**src/rtl/mode_switch_sequencer.sv**
```systemverilog
// mode_switch_sequencer: safe video-mode change between the config decoder and the pixel PLL / timing generator.
// Ports:
//   i_clock, i_reset_n          clock, asynchronous active-low reset
//   i_config_data[7:0]          decoded mode code (opaque)
//   i_config_changed            one-cycle pulse when the mode code changed
//   o_pll_reconf_req            PLL reprogram request (level)
//   o_pll_reconf_mode[7:0]      mode to program, stable while the request is high
//   i_pll_reconf_ack            PLL reprogram done
//   i_pll_locked                PLL lock, already synchronised
//   o_video_reset               holds the timing generator in reset
//   o_output_enable             video output enable
//   o_active_mode[7:0]          mode currently programmed
//   o_busy                      high in every state except RUN
//   o_error                     sticky lock-timeout flag
// Optional: define MODE_SWITCH_LOCK_TIMEOUT_EN to bound WAIT_LOCK by LOCK_TIMEOUT cycles.
`ifndef MODE_VGA
`define MODE_VGA 8'h01
`endif
`ifndef MODE_720p
`define MODE_720p 8'h02
`endif
`ifndef MODE_1080p
`define MODE_1080p 8'h03
`endif
module mode_switch_sequencer #(
  parameter int DEBOUNCE_CYCLES = 1000000,
  parameter int BLANK_CYCLES    = 1024,
  parameter int SETTLE_CYCLES   = 65536,
  parameter int LOCK_TIMEOUT    = 4000000
) (
  input  logic       i_clock,
  input  logic       i_reset_n,
  input  logic [7:0] i_config_data,
  input  logic       i_config_changed,
  output logic       o_pll_reconf_req,
  output logic [7:0] o_pll_reconf_mode,
  input  logic       i_pll_reconf_ack,
  input  logic       i_pll_locked,
  output logic       o_video_reset,
  output logic       o_output_enable,
  output logic [7:0] o_active_mode,
  output logic       o_busy,
  output logic       o_error
);
  localparam logic [2:0] S_DEBOUNCE  = 3'd0;
  localparam logic [2:0] S_RECONF    = 3'd1;
  localparam logic [2:0] S_WAIT_LOCK = 3'd2;
  localparam logic [2:0] S_RUN       = 3'd3;
  localparam logic [2:0] S_BLANK     = 3'd4;
  localparam int MAX_DB  = (DEBOUNCE_CYCLES > BLANK_CYCLES) ? DEBOUNCE_CYCLES : BLANK_CYCLES;
  localparam int MAX_DBS = (MAX_DB > SETTLE_CYCLES) ? MAX_DB : SETTLE_CYCLES;
  localparam int MAX_ALL = (MAX_DBS > LOCK_TIMEOUT) ? MAX_DBS : LOCK_TIMEOUT;
  localparam int CW = $clog2(MAX_ALL + 1);
  localparam logic [CW-1:0] DB_LAST = CW'(DEBOUNCE_CYCLES - 1);
  localparam logic [CW-1:0] BL_LAST = CW'(BLANK_CYCLES - 1);
  localparam logic [CW-1:0] ST_LAST = CW'(SETTLE_CYCLES - 1);
  logic [2:0]    r_state;
  logic [CW-1:0] r_cnt;
  logic [7:0]    r_cand;
  logic [7:0]    r_active;
  logic [7:0]    r_mode;
  logic          r_init;
  logic          r_primed;
  logic          r_req;
  logic          r_vreset;
  logic          r_oe;
  logic [CW-1:0] w_cnt_inc;
  logic          w_cand_eq;
  logic          w_settled;
  logic          w_timeout;
  // One counter serves debounce, settle and blank; it is cleared on every state change.
  assign w_cnt_inc = (&r_cnt) ? r_cnt : r_cnt + CW'(1);
  // Until the first clock the candidate is taken to be whatever config_data shows.
  assign w_cand_eq = !r_primed || (i_config_data == r_cand);
  assign w_settled = i_pll_locked && (r_cnt == ST_LAST);
`ifdef MODE_SWITCH_LOCK_TIMEOUT_EN
  localparam logic [CW-1:0] LT_LAST = CW'(LOCK_TIMEOUT - 1);
  logic [CW-1:0] r_tcnt;
  logic          r_error;
  assign w_timeout = (r_state == S_WAIT_LOCK) && !w_settled && (r_tcnt == LT_LAST);
  // Held at zero outside WAIT_LOCK, so every entry starts a fresh timeout window.
  always_ff @(posedge i_clock or negedge i_reset_n) begin
    if (!i_reset_n) begin
      r_tcnt  <= '0;
      r_error <= 1'b0;
    end else begin
      r_tcnt <= (r_state == S_WAIT_LOCK) ? ((&r_tcnt) ? r_tcnt : r_tcnt + CW'(1)) : '0;
      if (w_timeout) r_error <= 1'b1;
    end
  end
  assign o_error = r_error;
`else
  assign w_timeout = 1'b0;
  assign o_error   = 1'b0;
`endif
  always_ff @(posedge i_clock or negedge i_reset_n) begin
    if (!i_reset_n) begin
      r_state  <= S_DEBOUNCE;
      r_cnt    <= '0;
      r_cand   <= `MODE_VGA;
      r_active <= `MODE_VGA;
      r_mode   <= `MODE_VGA;
      r_init   <= 1'b1;
      r_primed <= 1'b0;
      r_req    <= 1'b0;
      r_vreset <= 1'b1;
      r_oe     <= 1'b0;
    end else begin
      case (r_state)
        S_DEBOUNCE: begin
          r_primed <= 1'b1;
          r_cand   <= i_config_data;
          if (!w_cand_eq) begin
            r_cnt <= '0;
          end else if (r_cnt == DB_LAST) begin
            r_cnt <= '0;
            if (r_init || (i_config_data != r_active)) begin
              r_state <= S_RECONF;
              r_req   <= 1'b1;
              r_mode  <= i_config_data;
            end else begin
              r_state <= S_WAIT_LOCK;
            end
          end else begin
            r_cnt <= w_cnt_inc;
          end
        end
        S_RECONF: begin
          if (i_pll_reconf_ack) begin
            r_req    <= 1'b0;
            r_active <= r_cand;
            r_init   <= 1'b0;
            r_cnt    <= '0;
            r_state  <= S_WAIT_LOCK;
          end
        end
        S_WAIT_LOCK: begin
          if (w_settled) begin
            r_state  <= S_RUN;
            r_cnt    <= '0;
            r_vreset <= 1'b0;
            r_oe     <= 1'b1;
          end else if (w_timeout) begin
            r_state <= S_RECONF;
            r_cnt   <= '0;
            r_cand  <= r_active;
            r_mode  <= r_active;
            r_req   <= 1'b1;
          end else begin
            r_cnt <= i_pll_locked ? w_cnt_inc : '0;
          end
        end
        S_RUN: begin
          // Lock loss wins over a pending mode change and skips reprogramming.
          if (!i_pll_locked) begin
            r_state  <= S_WAIT_LOCK;
            r_cnt    <= '0;
            r_oe     <= 1'b0;
            r_vreset <= 1'b1;
          end else if (i_config_changed || (i_config_data != r_active)) begin
            r_state <= S_BLANK;
            r_cnt   <= '0;
            r_oe    <= 1'b0;
          end
        end
        S_BLANK: begin
          if (r_cnt == BL_LAST) begin
            r_state  <= S_DEBOUNCE;
            r_cnt    <= '0;
            r_vreset <= 1'b1;
          end else begin
            r_cnt <= w_cnt_inc;
          end
        end
        default: begin
          r_state  <= S_DEBOUNCE;
          r_cnt    <= '0;
          r_req    <= 1'b0;
          r_vreset <= 1'b1;
          r_oe     <= 1'b0;
        end
      endcase
    end
  end
  assign o_pll_reconf_req  = r_req;
  assign o_pll_reconf_mode = r_mode;
  assign o_video_reset     = r_vreset;
  assign o_output_enable   = r_oe;
  assign o_active_mode     = r_active;
  assign o_busy            = (r_state != S_RUN);
endmodule

```
**config.mk**
```make
export PLATFORM = sky130hd
export DESIGN_NAME = mode_switch_sequencer
export DESIGN_NICKNAME = d
export VERILOG_FILES = /design/src/rtl/mode_switch_sequencer.sv
export SDC_FILE = /design/constraint.sdc
export NUM_CORES = 1
export LEC_CHECK = 0
export CELL_PAD_IN_SITES_DETAIL_PLACEMENT = 1
export CELL_PAD_IN_SITES_GLOBAL_PLACEMENT = 2
export CORE_MARGIN = 3
export CORE_UTILIZATION = 36
export CTS_CLUSTER_SIZE = 12
export DETAILED_ROUTE_END_ITERATION = 8
export GPL_TIMING_DRIVEN = 0
export PLACE_DENSITY_LB_ADDON = 0.2
export REMOVE_ABC_BUFFERS = 1
export SYNTH_ARGS = -nofsm -noshare
export SYNTH_HDL_FRONTEND = slang
export SYNTH_SLANG_ARGS = --single-unit
```
**constraint.sdc**
```tcl
create_clock -name i_clock -period 2.85 [get_ports i_clock]
set_clock_uncertainty 0.2 [all_clocks]
set_input_delay 0.57 -clock i_clock [delete_from_list [all_inputs] [get_ports i_clock]]
set_output_delay 0.57 -clock i_clock [all_outputs]
set_load 0.02 [all_outputs]
```
* Yosys cells after proc, flatten, opt, wreduce, memory -nomap -nowiden
Index checks and enable logic that the tools add are counted.
Widths: inputs -> output; s select.
** Word-level totals
- Register bits after elaboration :: 54
- Bits of input ports :: 13
- Output and inout bits :: 21
- Word-level logic and storage cells :: 81
** Cells by class
- Add/subtract/negate cells :: 1
- Equality and inequality tests :: 18
- Mux-type cells :: 32
- Bitwise logic cells :: 3
- Reductions and logical operators :: 17
** Operators with widths (count)
- $mux 22 :: 9
- $pmux 22 s5 :: 1
- $add 22x1->22 const B :: 1
- $eq 22x10->1 const B :: 1
- $eq 22x16->1 const B :: 1
- $eq 22x20->1 const B :: 1
- $reduce_and 22->1 :: 1
- $mux 3 :: 7
- $pmux 3 s5 :: 1
- $ne 2x2->1 const B :: 7
- $mux 1 :: 10
- $eq 8x8->1 :: 1
- $ne 8x8->1 :: 1
- $reduce_and 4->1 :: 2
- $eq 3x2->1 const B :: 2
- $pmux 1 s3 :: 2
- $reduce_and 6->1 :: 1
- $reduce_or 3->1 :: 2
- $reduce_and 5->1 :: 1
- $pmux 1 s4 :: 1
- $reduce_and 2->1 :: 2
- $eq 3x1->1 const B :: 1
- $eq 3x3->1 const B :: 1
- $logic_not 3->1 :: 1
- 9 further kinds :: 13

* Longest topological paths before layout
- Depth in word-level cells :: 6
- Gate-level depth with buffers :: 9
- Depth with buffers taken out :: 7

* Worst setup path before layout
OpenSTA, ideal clock, no wires.
- Kind :: reg-to-reg
- Start :: register r_cnt[10]
- End :: register r_cnt[16]
- Library setup time :: 123 ps
- Data arrival time :: 2185 ps
- Data required time :: 2527 ps
- Slack :: 342 ps
- Cell stages (with the launch flop) :: 8
- Path buffers :: 2
- Period minus slack after synthesis :: 2508 ps
- Cells stage by stage :: dfrtp_1 -> buf_6 -> or4_4 -> nor4_4 -> nand4_2 -> a2111oi_4 -> buf_6 -> nor3_2
** On the way
- Longest elaborated chain between the ends :: 5
- Elaborated cells on any way between the ends :: 13
- Those cells by class :: add/sub: 1; eq/ne: 3; mux: 7; reduce/logical: 2
** RTL lines
- from (decl) :: RTL line 58 : logic [CW-1:0] r_cnt;
- from (signal assigned) :: RTL line 125 : r_cnt <= w_cnt_inc;
- from (signal assigned) :: RTL line 150 : r_cnt <= i_pll_locked ? w_cnt_inc : '0;
- from (signal assigned) :: RTL line 172 : r_cnt <= w_cnt_inc;
- $add 22x1->22 or $reduce_and 22->1 (tied branches) :: RTL line 72 : assign w_cnt_inc = (&r_cnt) ? r_cnt : r_cnt + CW'(1);
- $mux 22 :: RTL line 72
- $mux 22, on equally long branches :: RTL line 150, 115
- $mux 22, on equally long branches :: RTL line 138, 113
- $pmux 22 s5 * :: RTL line 109 : case (r_state)
Every way passes the cells marked *; elsewhere a longest branch is shown, timed or not.
A chain may end at the register's enable or synchronous reset.

* Final worst setup path
- Start :: register r_state[2]
- End :: output o_busy
** On the way
- Longest elaborated chain between the ends :: 1
** RTL lines
- from (decl) :: RTL line 57 : logic [2:0] r_state;
- from (signal assigned) :: RTL line 98 : r_state <= S_DEBOUNCE;
- from (signal assigned) :: RTL line 118 : r_state <= S_RECONF;
- from (signal assigned) :: RTL line 122 : r_state <= S_WAIT_LOCK;
- $ne 3x2->1 :: RTL line 190 : assign o_busy = (r_state != S_RUN);
- to (decl) :: RTL line 42 : output logic o_busy,
Every way passes these cells.

==> impl_summary.log <==
INFO  metric synth.yosys.seq_area_share = 45.3%
INFO  metric detail_route.wirelength = 7660 um
INFO  metric worst_tran_pin_value = 0.831 ns
INFO  metric route.detailed.vias_per_inst = 5.49
INFO  metric fill_cells = 870
INFO  metric critical_path.max_fanout = 11
INFO  metric finish.instance_area = 0.00367 mm2
INFO  metric async_reset_ff_share = 100%
INFO  metric vias = 2,351
INFO  metric totalNegativeSetupSlack = 0 ns
INFO  metric io_buffer_count = 32
INFO  metric core.rowCount = 32
INFO  metric yosysWarningCount = 0
INFO  metric fin_cells = 428
INFO  metric hold_path.class = in -> async
INFO  metric overflow = 0
INFO  metric setup.worst_path.class = reg -> out
INFO  metric worst_setup_path_startpoint = r_state[2]
INFO  metric synth-main-ff-cell = sky130_fd_sc_hd__dfrtp_1
INFO  metric crit_path_end_kind = output port
INFO  metric top_area_cell_type_share_of_the_netlist_area = 40.9%
INFO  metric place_congestion = 0.755
INFO  metric via_count_of_the_first_global_routing_pass = 2,442
INFO  metric post-route-drc-count = 0
INFO  metric slew_headroom = 44.3%
INFO  metric die_w = 97.3 um
INFO  metric rr_startpoint = r_cnt[16]
INFO  metric leakage = 0.00147 uW
INFO  metric arrival = 1.99 ns
INFO  metric clkLatencyLatePin = 0.31 ns
INFO  metric peakVddDrop = 0.198 mV
INFO  metric power_density = 375 mW/mm2
INFO  metric die_y = 97.3 um
INFO  metric number_of_buffers_added_by_the_clock_tree_synthesis_step = 5
INFO  metric synth_cell_types = 52
INFO  metric min_period_over_period = 96.9%
INFO  metric dpl.cell_count = 417
INFO  metric wire_length_of_the_first_global_routing_pass = 13,000 um
INFO  metric synthesized_netlist_cell_count = 293
INFO  metric largest_net_degree_at_the_start_of_global_routing = 38
INFO  metric yosys.cell_count.top_type = sky130_fd_sc_hd__dfrtp_1
INFO  metric detailedPlacementHpwl = 5300 um
INFO  metric nets = 340
INFO  metric clockRootBuffer = sky130_fd_sc_hd__clkbuf_8
INFO  metric synthToLayoutAreaGrowth = 22.3%
INFO  metric cts_tree = done
INFO  metric timing.rr.end = r_cnt[20]
INFO  metric cts_max_level = 2
INFO  metric floorplan_core_area = 0.00789 mm2
INFO  metric detailedRoute.firstPassIterationCount = 4
INFO  metric worst-r2r-setup-slack = 0.18 ns
INFO  metric synthDominantAreaCellType = sky130_fd_sc_hd__dfrtp_1
INFO  metric worstSetupEndpoint = o_busy
INFO  metric dr.first_iter.drc_count = 69
INFO  metric yosys_register_bits = 54
INFO  metric number_of_antenna_violations_at_the_first_check_in_global_routing = 0
INFO  metric final.min_clock_period = 2.76 ns
INFO  metric top_level_ports = 34
INFO  metric syn-mean-instance-area = 10.2 um2
INFO  metric worstSetupStartpointType = flip-flop
INFO  metric synth_edf_count = 0
INFO  metric number_of_sinks_driven_by_the_clock_tree = 54
INFO  metric syn-cell-area = 0.00300 mm2
INFO  metric reg2regPathDepth = 7
INFO  metric post_synth_main_area_contributors = sky130_fd_sc_hd__dfrtp_1 (41%), sky130_fd_sc_hd__mux2_2 (9.0%), sky130_fd_sc_hd__xnor2_1 (5.3%), sky130_fd_sc_hd__xor2_1 (4.7%), sky130_fd_sc_hd__dfstp_2 (4.4%)
INFO  metric antenna-diode-count = 0
INFO  metric timing.critical_path.required = 2.08 ns
INFO  metric layout-drive-gt1-share = 23.9%
INFO  metric finalSetupViolations = 0
INFO  metric route.detailed.wl_per_inst = 17.9 um
INFO  metric whs = 0.00282 ns
INFO  metric fmax = 362 MHz
INFO  metric cap_viol_max_count = 0
INFO  metric netlist_top_cells_count = sky130_fd_sc_hd__dfrtp_1 (49), sky130_fd_sc_hd__nor2_1 (34), sky130_fd_sc_hd__mux2_2 (24), sky130_fd_sc_hd__xnor2_1 (18)
INFO  metric run_status = finished, final reports clean
INFO  metric ant_nets = 0
INFO  metric clock_path_buffers = 2
INFO  metric dpl_cell_area = 0.00342 mm2
INFO  metric finalHoldViolCount = 0
INFO  metric grt_use_total = 16.8%
INFO  metric worst_path_clk_slew = 0.10 ns
INFO  metric dieArea = 0.00946 mm2
INFO  metric initial_utilization = 38.0%
INFO  metric timing.final.max_slew_violations = 0
-- layout by cell type, fill, tap and decap left out, types with 7 or more instances in the layout --
| cell | netlist | layout |
|---|---|---|
| sky130_fd_sc_hd__dfrtp_1 | 49 | 48 |
| sky130_fd_sc_hd__nor2_1 | 34 | 34 |
| sky130_fd_sc_hd__clkdlybuf4s50_1 | 0 | 31 |
| sky130_fd_sc_hd__mux2_2 | 24 | 24 |
| sky130_fd_sc_hd__xnor2_1 | 18 | 18 |
| sky130_fd_sc_hd__nand3_1 | 16 | 15 |
| sky130_fd_sc_hd__xor2_1 | 16 | 14 |
| sky130_fd_sc_hd__nand2_1 | 12 | 12 |
| sky130_fd_sc_hd__nor3_1 | 15 | 12 |
| sky130_fd_sc_hd__nor4_1 | 14 | 10 |
| sky130_fd_sc_hd__inv_1 | 7 | 7 |
| sky130_fd_sc_hd__nand4_1 | 7 | 7 |
| sky130_fd_sc_hd__a21oi_1 | 7 | 7 |
-- registers in the layout (all words and copies together) (netlist names) --
signal             count
o_video_reset          1
o_pll_reconf_mode      8
r_cnt                 22
o_active_mode          8
r_init                 1
r_state                3
o_output_enable        1
o_pll_reconf_req       1
r_primed               1
r_cand                 8
-- stage by stage --
stage | setup slack, ns | util (%) | power (uW)
final | 0.0881 | 46.5 | 1370
after global routing | -0.00895 | 46.5 | 1440
after CTS | 0.0233 | 45.6 | 1390
after detailed placement | -0.973 | 43.4 | 862
after global placement | -1.32 | 42.7 | 858
after floorplan | 0.00962 | - | 812
-- how the worst min path moves through the flow --
stage / end / slack (ns)
2_1_floorplan: o_active_mode[1] / 0.07
3_3_place_gp: r_primed / 0.24
3_5_place_dp: r_primed / 0.25
4_1_cts: r_cnt[7] / 0.02
5_1_grt: r_cnt[11] / 0.02
6_report: r_cnt[7] / 0.003
-- cell families (layout without fill, tap and decap cells) --
group / count (synthesis) / after routing / share of synthesized area (%)
AND/OR/NAND/NOR: 130 / 131 / 24.2
AO/OA/AOI/OAI: 27 / 27 / 7.18
other: 1 / 1 / 0.125
buffers and inverters: 21 / 53 / 3.59
adder cells (fa/ha/maj): 1 / 1 / 0.417
XOR/XNOR: 34 / 34 / 9.93
multiplexers: 25 / 25 / 9.35
flip-flops: 54 / 54 / 45.3
-- critical path, stage by stage, from the launching register on --
cell                              delay [ns]
sky130_fd_sc_hd__dfrtp_1                0.52
sky130_fd_sc_hd__nand2b_1               0.30
sky130_fd_sc_hd__or2_2                  0.32
sky130_fd_sc_hd__clkdlybuf4s50_1        0.54
-- per-layer routing --
layer	track usage (%)	share of wire [%]	up-vias	wire length [um]
met5	0	0	-	0
li1	-	-	1111	-
met3	3.09	3.4	11	259
met2	26.5	47	42	3560
met1	23.7	49	1187	3720
met4	4.79	1.5	0	116
-- layout make-up --
type / instances / area [um2] / area share, %
Multi-Input combinational cell: 219 / 1660 / 45.2
Sequential cell: 54 / 1360 / 37.0
Timing Repair Buffer: 39 / 392 / 10.7
Tap cell: 102 / 128 / 3.48
Clock buffer: 5 / 68.8 / 1.88
Clock inverter: 2 / 38.8 / 1.06
Inverter: 7 / 26.3 / 0.716
-- report_power, final --
group	switching (uW)	leakage (uW)	internal (uW)
Sequential	5.21	0.000714	772
Combinational	43.1	0.000702	32.1
Clock	262	0.0000542	259
Total	311	0.00147	1060
-- repair_timing --
action	in CTS	in global routing
endpoints found under the setup margin	32	18
gates cloned	1	0
setup buffers	1	2
pin swaps	2	4
hold buffers	0	0
gates resized for setup	11	10
Power figures use the tool's default switching activity.
